$ cat config.mk
export PLATFORM = sky130hd
export DESIGN_NAME = flit_rr_arbiter
export DESIGN_NICKNAME = d
export VERILOG_FILES = /design/src/rtl/arb_pkg.sv /design/src/rtl/flit_fifo.sv /design/src/rtl/flit_rr_arbiter.sv
export SDC_FILE = /design/constraint.sdc
export NUM_CORES = 1
export LEC_CHECK = 0
export ABC_AREA = 1
export BUFFER_PORTS_ARGS = -buffer_cell sky130_fd_sc_hd__buf_2
export CAP_MARGIN = 15
export CORE_ASPECT_RATIO = 0.5
export CORE_UTILIZATION = 63
export CTS_CLUSTER_SIZE = 12
export DETAILED_ROUTE_END_ITERATION = 12
export PLACE_DENSITY = 0.89
export SLEW_MARGIN = 10
export SYNTH_ARGS = -nofsm -noshare
export SYNTH_HDL_FRONTEND = slang
export SYNTH_SLANG_ARGS = --single-unit
$ cat constraint.sdc
create_clock -name clk -period 2.75 [get_ports clk]
set_input_delay 0.1375 -clock clk [delete_from_list [all_inputs] [get_ports clk]]
set_output_delay 0.1375 -clock clk [all_outputs]
set_load 0.05 [all_outputs]
$ cat src/rtl/arb_pkg.sv
// Shared flit field positions, steering code and arbitration helper.
package arb_pkg;

  localparam int FLIT_W   = 10;
  localparam int PRIO_BIT = 9;
  localparam int DEST_MSB = 8;
  localparam int DEST_LSB = 6;

  localparam logic [2:0] OUT1_DEST = 3'b010;

  typedef logic [FLIT_W-1:0] flit_t;

  typedef enum logic {
    SRC_IN1 = 1'b0,
    SRC_IN2 = 1'b1
  } src_e;

  // pdiff/pwin carry the priority override; zero them for pure round-robin
  function automatic src_e rr_pick(
    input logic r1,
    input logic r2,
    input logic pdiff,
    input logic pwin,
    input src_e last
  );
    if (r1 && r2) begin
      if (pdiff) return pwin ? SRC_IN2 : SRC_IN1;
      return (last == SRC_IN2) ? SRC_IN1 : SRC_IN2;
    end
    return r2 ? SRC_IN2 : SRC_IN1;
  endfunction

endpackage

$ cat src/rtl/flit_fifo.sv
// Synchronous flit FIFO; pointers carry one extra wrap bit for full/empty.
module flit_fifo #(
  parameter int DEPTH = 4,
  parameter int W     = 10
) (
  input  logic         clk,
  input  logic         rst,
  input  logic         push,
  input  logic [W-1:0] wdata,
  input  logic         pop,
  output logic [W-1:0] rdata,
  output logic         full,
  output logic         empty
);

  localparam int AW = $clog2(DEPTH);

  logic [W-1:0] mem [DEPTH];
  logic [AW:0]  wptr;
  logic [AW:0]  rptr;
  logic         do_push;
  logic         do_pop;

  assign do_push = push && !full;
  assign do_pop  = pop && !empty;

  always_ff @(posedge clk or posedge rst) begin
    if (rst) begin
      wptr <= '0;
      rptr <= '0;
    end else begin
      if (do_push) wptr <= wptr + (AW+1)'(1);
      if (do_pop)  rptr <= rptr + (AW+1)'(1);
    end
  end

  always_ff @(posedge clk) begin
    if (do_push) mem[wptr[AW-1:0]] <= wdata;
  end

  assign rdata = mem[rptr[AW-1:0]];
  assign empty = (wptr == rptr);
  assign full  = (wptr[AW] != rptr[AW]) &&
                 (wptr[AW-1:0] == rptr[AW-1:0]);

endmodule

$ cat src/rtl/flit_rr_arbiter.sv
// Two-input, two-output flit switch with per-output round-robin.
// Define ARB_PRIO_EN to let a sole high-priority head win contention.
module flit_rr_arbiter
  import arb_pkg::*;
#(
  parameter int         FIFO_DEPTH = 4,
  parameter int         FLIT_W     = arb_pkg::FLIT_W,
  parameter logic [2:0] OUT1_DEST  = arb_pkg::OUT1_DEST
) (
  input  logic              clk,
  input  logic              rst,
  input  logic [FLIT_W-1:0] in1_data,
  input  logic              in1_valid,
  output logic              in1_ready,
  input  logic [FLIT_W-1:0] in2_data,
  input  logic              in2_valid,
  output logic              in2_ready,
  output logic [FLIT_W-1:0] out1_data,
  output logic              out1_valid,
  input  logic              out1_ready,
  output logic [FLIT_W-1:0] out2_data,
  output logic              out2_valid,
  input  logic              out2_ready
);

  logic              rdy_en;
  logic [FLIT_W-1:0] head1;
  logic [FLIT_W-1:0] head2;
  logic              full1;
  logic              full2;
  logic              empty1;
  logic              empty2;
  logic              push1;
  logic              push2;
  logic              pop1;
  logic              pop2;

  // held low through reset and released on the first edge after it
  assign in1_ready = rdy_en && !full1;
  assign in2_ready = rdy_en && !full2;
  assign push1     = in1_valid && in1_ready;
  assign push2     = in2_valid && in2_ready;

  flit_fifo #(
    .DEPTH (FIFO_DEPTH),
    .W     (FLIT_W)
  ) u_fifo1 (
    .clk   (clk),
    .rst   (rst),
    .push  (push1),
    .wdata (in1_data),
    .pop   (pop1),
    .rdata (head1),
    .full  (full1),
    .empty (empty1)
  );

  flit_fifo #(
    .DEPTH (FIFO_DEPTH),
    .W     (FLIT_W)
  ) u_fifo2 (
    .clk   (clk),
    .rst   (rst),
    .push  (push2),
    .wdata (in2_data),
    .pop   (pop2),
    .rdata (head2),
    .full  (full2),
    .empty (empty2)
  );

  logic h1_o1;
  logic h1_o2;
  logic h2_o1;
  logic h2_o2;
  logic ld1;
  logic ld2;
  logic gnt1;
  logic gnt2;
  logic pdiff;
  logic pwin;
  src_e win1;
  src_e win2;
  src_e last1;
  src_e last2;

  assign h1_o1 = !empty1 &&
                 (head1[DEST_MSB:DEST_LSB] == OUT1_DEST);
  assign h1_o2 = !empty1 &&
                 (head1[DEST_MSB:DEST_LSB] != OUT1_DEST);
  assign h2_o1 = !empty2 &&
                 (head2[DEST_MSB:DEST_LSB] == OUT1_DEST);
  assign h2_o2 = !empty2 &&
                 (head2[DEST_MSB:DEST_LSB] != OUT1_DEST);

`ifdef ARB_PRIO_EN
  assign pdiff = head1[PRIO_BIT] ^ head2[PRIO_BIT];
  assign pwin  = head2[PRIO_BIT];
`else
  assign pdiff = 1'b0;
  assign pwin  = 1'b0;
`endif

  assign ld1  = !out1_valid || out1_ready;
  assign ld2  = !out2_valid || out2_ready;
  assign gnt1 = ld1 && (h1_o1 || h2_o1);
  assign gnt2 = ld2 && (h1_o2 || h2_o2);

  always_comb begin
    win1 = rr_pick(h1_o1, h2_o1, pdiff, pwin, last1);
    win2 = rr_pick(h1_o2, h2_o2, pdiff, pwin, last2);
    pop1 = (gnt1 && (win1 == SRC_IN1)) ||
           (gnt2 && (win2 == SRC_IN1));
    pop2 = (gnt1 && (win1 == SRC_IN2)) ||
           (gnt2 && (win2 == SRC_IN2));
  end

  always_ff @(posedge clk or posedge rst) begin
    if (rst) begin
      rdy_en     <= 1'b0;
      out1_valid <= 1'b0;
      out1_data  <= '0;
      out2_valid <= 1'b0;
      out2_data  <= '0;
      last1      <= SRC_IN2;
      last2      <= SRC_IN2;
    end else begin
      rdy_en <= 1'b1;
      if (ld1) begin
        out1_valid <= gnt1;
        if (gnt1) begin
          out1_data <= (win1 == SRC_IN2) ? head2 : head1;
          last1     <= win1;
        end
      end
      if (ld2) begin
        out2_valid <= gnt2;
        if (gnt2) begin
          out2_data <= (win2 == SRC_IN2) ? head2 : head1;
          last2     <= win2;
        end
      end
    end
  end

endmodule

==> impl_metrics.yaml <==
final_layout:
  diodes: 0
  seqCellArea_mm2: 0.003331
  final_cells: 673
  syn_to_final_growth_pct: 22.08
  finish.net_count: 588
  drive_above_1_share: 0.1805
  fillers: 428
  multi_input_area_mm2: 0.001475
power:
  p_per_area_mw_per_mm2: 1312
  ir_worst_vdd_mv: 0.8279
  power_leakage_uw: 0.002725
yosys:
  synth_cells: 472
  ys_seq_area_frac: 0.6583
  yosysWarnings: 0
  synthesis.area_mm2: 0.005060
  synth_top_area_share: 0.4748
  syn_avg_cell_area_um2: 10.72
  synth_area_leader_cell: "edfxtp_1"
  ys_seq_elements: 117
  netlist_top_cells_area: "edfxtp_1 47%, dfrtp_1 17%, nand2_1 11%, nand3_1 3.2%, inv_1 2.7%"
  synth_nets: 508
  ys_types: 28
route:
  drc: 0
  wirelength_mm: 11.35
  dr.pass1.iters: 4
  highest_layer: "met4"
  met3_length_um: 744
  postRouteAntennaNets: 0
  num_vias: 3709
  wl_met1_mm: 4.944
  vias_per_cell: 5.511
  routedWlPerCell_um: 16.86
  met2WireLength_mm: 5.492
  drt_iter0_drc: 311
setup_path:
  critPathMaxFanout: 11
  arrival_ps: 2400
  endpoint_kind: "flop"
  cp.required_ps: 2780
  critPathLaunchType: "flop"
  crit_type: "flop to flop"
die:
  io_pins: 50
  start_util: 0.6709
  die_h_um: 65.37
  dieArea_mm2: 0.008416
  rows: 22
  die_w_um: 128.7
  coreArea_mm2: 0.007542
timing:
  fin_crit_sh: 0.8622
  tns_ps: 0
  grt_setup_unrepaired: "false"
  clock_skew_ps: 11.10
  hold_viol_final: 0
  slew_viol_final: 0
  setup_ws_ps: 379.1
  worst_hold_slack_ps: 85.66
  slew_headroom: 0.2839
  min_period_ps: 2371
  worst_pin_slew_ps: 1070
  fmax_mhz: 421.8
  setup_viol: 0
run:
  cap_violations: 0
min_path:
  hold_class: "input port to flop"
clock_tree:
  cts_sinks: 117
  clk_latency_ps: 420
  ctsHtreeMaxLevel: 4
  cts_tree: "yes"
  clockRootBuffer: "clkbuf_16"
  numCtsBuffers: 17
  clockBufferDepth: 2
  post_cts_resized: 0
  clk_pin_slew_ps: 50
global_route:
  antenna_found_initial: 0
  grt_usage: 0.3058
  grt_pass1_vias: 3627
  grt_max_degree: 38
  grt_pass1_wl_mm: 17.97
  grt.overflow.total: 0
placed_design:
  gp_congestion: 0.8504
  dp_slack_ps: 415.8
  dpl.cell_count: 620
  dp_hpwl_mm: 6.889
  port_buffers: 49
outcome:
  outcome: "finished, final reports clean"
power breakdown:
part	internal, µW	leakage (µW)	switching, µW	total (µW)
registers	2310	0.00117	286	2600
clock network	1420	0.000282	774	2200
logic	946	0.00127	2370	3310
total	4680	0.00272	3430	8110
metrics by stage:
step	power, µW	util	instance area, µm²
2_1_floorplan	5127	-	5060
3_3_place_gp	5725	0.7130	5378
3_5_place_dp	5822	0.7130	5378
4_1_cts	8055	0.8190	6177
5_1_grt	8586	0.8190	6177
6_report	8107	0.8190	6177
worst max-delay path, stage by stage (launching register included):
cell and delay (ps):
dfrtp_1 510, xnor2_1 200, nand2_1 90, o21ai_0 80
inv_1 100, nand2_1 160, nor2_1 850
final cells by class:
type | count | area share
multi-input cells | 300 | 0.2388
clock buffers | 24 | 0.07960
well taps | 108 | 0.02188
repair buffers | 75 | 0.07981
inverters | 41 | 0.02491
clock inverters | 8 | 0.01580
flip-flops and latches | 117 | 0.5392
synth_stat cells, drive strengths merged:
cell type  count
nand2        158
edfxtp        80
inv           41
dfrtp         35
nand3         35
nor2          31
o21ai         28
ha            10
a21oi          9
buf            9
a32o           7
o22ai          7
xor2           6
clkbuf         5
xnor2          5
dfstp          2
nand4          2
conb           1
or2            1
cells by family after synthesis:
logic type	after synthesis	synth area share
AO/OA/AOI/OAI	51	0.05910
XOR/XNOR	11	0.01904
adder cells (fa/ha/maj)	10	0.02473
buffers and inverters	55	0.05020
flip-flops	117	0.6583
other	1	0.0007411
AND/OR/NAND/NOR	227	0.1879
layer usage:
metal / vias to the layer above / global-route usage
met4: 0 / 0.1118
met1: 1819 / 0.3763
met5: - / 0
met2: 125 / 0.5061
met3: 19 / 0.1083
li1: 1746 / -
state kept, by name (all words and copies together), names as in the netlist:
signal,flops
last1,1
u_fifo2.rptr,3
out2_data,10
out2_valid,1
out1_data,10
u_fifo2.wptr,3
u_fifo1.wptr,3
out1_valid,1
rdy_en,1
u_fifo2.mem,40
last2,1
u_fifo1.mem,40
u_fifo1.rptr,3
placed cells by master (no fill, tap or decap), types with 2 or more instances in the layout:
master,n
clkbuf_16,17
dlygate4sd3_1,21
dfrtp_1,35
xor2_1,6
nand3_2,3
clkinvlp_4,3
o21ai_0,16
nand4_1,2
a21oi_1,9
buf_4,5
clkbuf_8,4
bufinv_16,2
edfxtp_1,80
o22ai_1,7
inv_1,36
nand2_1,152
inv_2,5
clkbuf_1,3
o21ai_1,12
dfstp_2,2
clkinv_2,3
ha_1,10
a32o_1,7
nor2_1,28
nor2_2,2
nand2_2,5
nand3_1,32
buf_2,49
xnor2_1,5
path summary, 6_finish.rpt:
check | slack (ps) | depth (start not counted) | end | start
max in group asynchronous | 2010 | 4 | last2$_DFFE_PP1P_ | rst
worst min-delay path | 90 | 4 | out2_valid$_DFFE_PP0P_ | out2_ready
min in group asynchronous | 370 | 4 | u_fifo1.wptr[0]$_DFFE_PP0P_ | rst
worst min register to register | 480 | 2 | last2$_DFFE_PP1P_ | last2$_DFFE_PP1P_
worst max-delay path | 380 | 6 | u_fifo1.mem[3][7]$_DFFE_PP_ | u_fifo1.rptr[0]$_DFFE_PP0P_
worst max register to register | 380 | 6 | u_fifo1.mem[3][7]$_DFFE_PP_ | u_fifo1.rptr[0]$_DFFE_PP0P_
repair_timing:
item | in CTS | in global routing
setup buffers | 0 | 0
hold endpoints to repair | 115 | 0
hold buffers | 21 | 0
No activity file was read; power rests on OpenSTA's default activity.
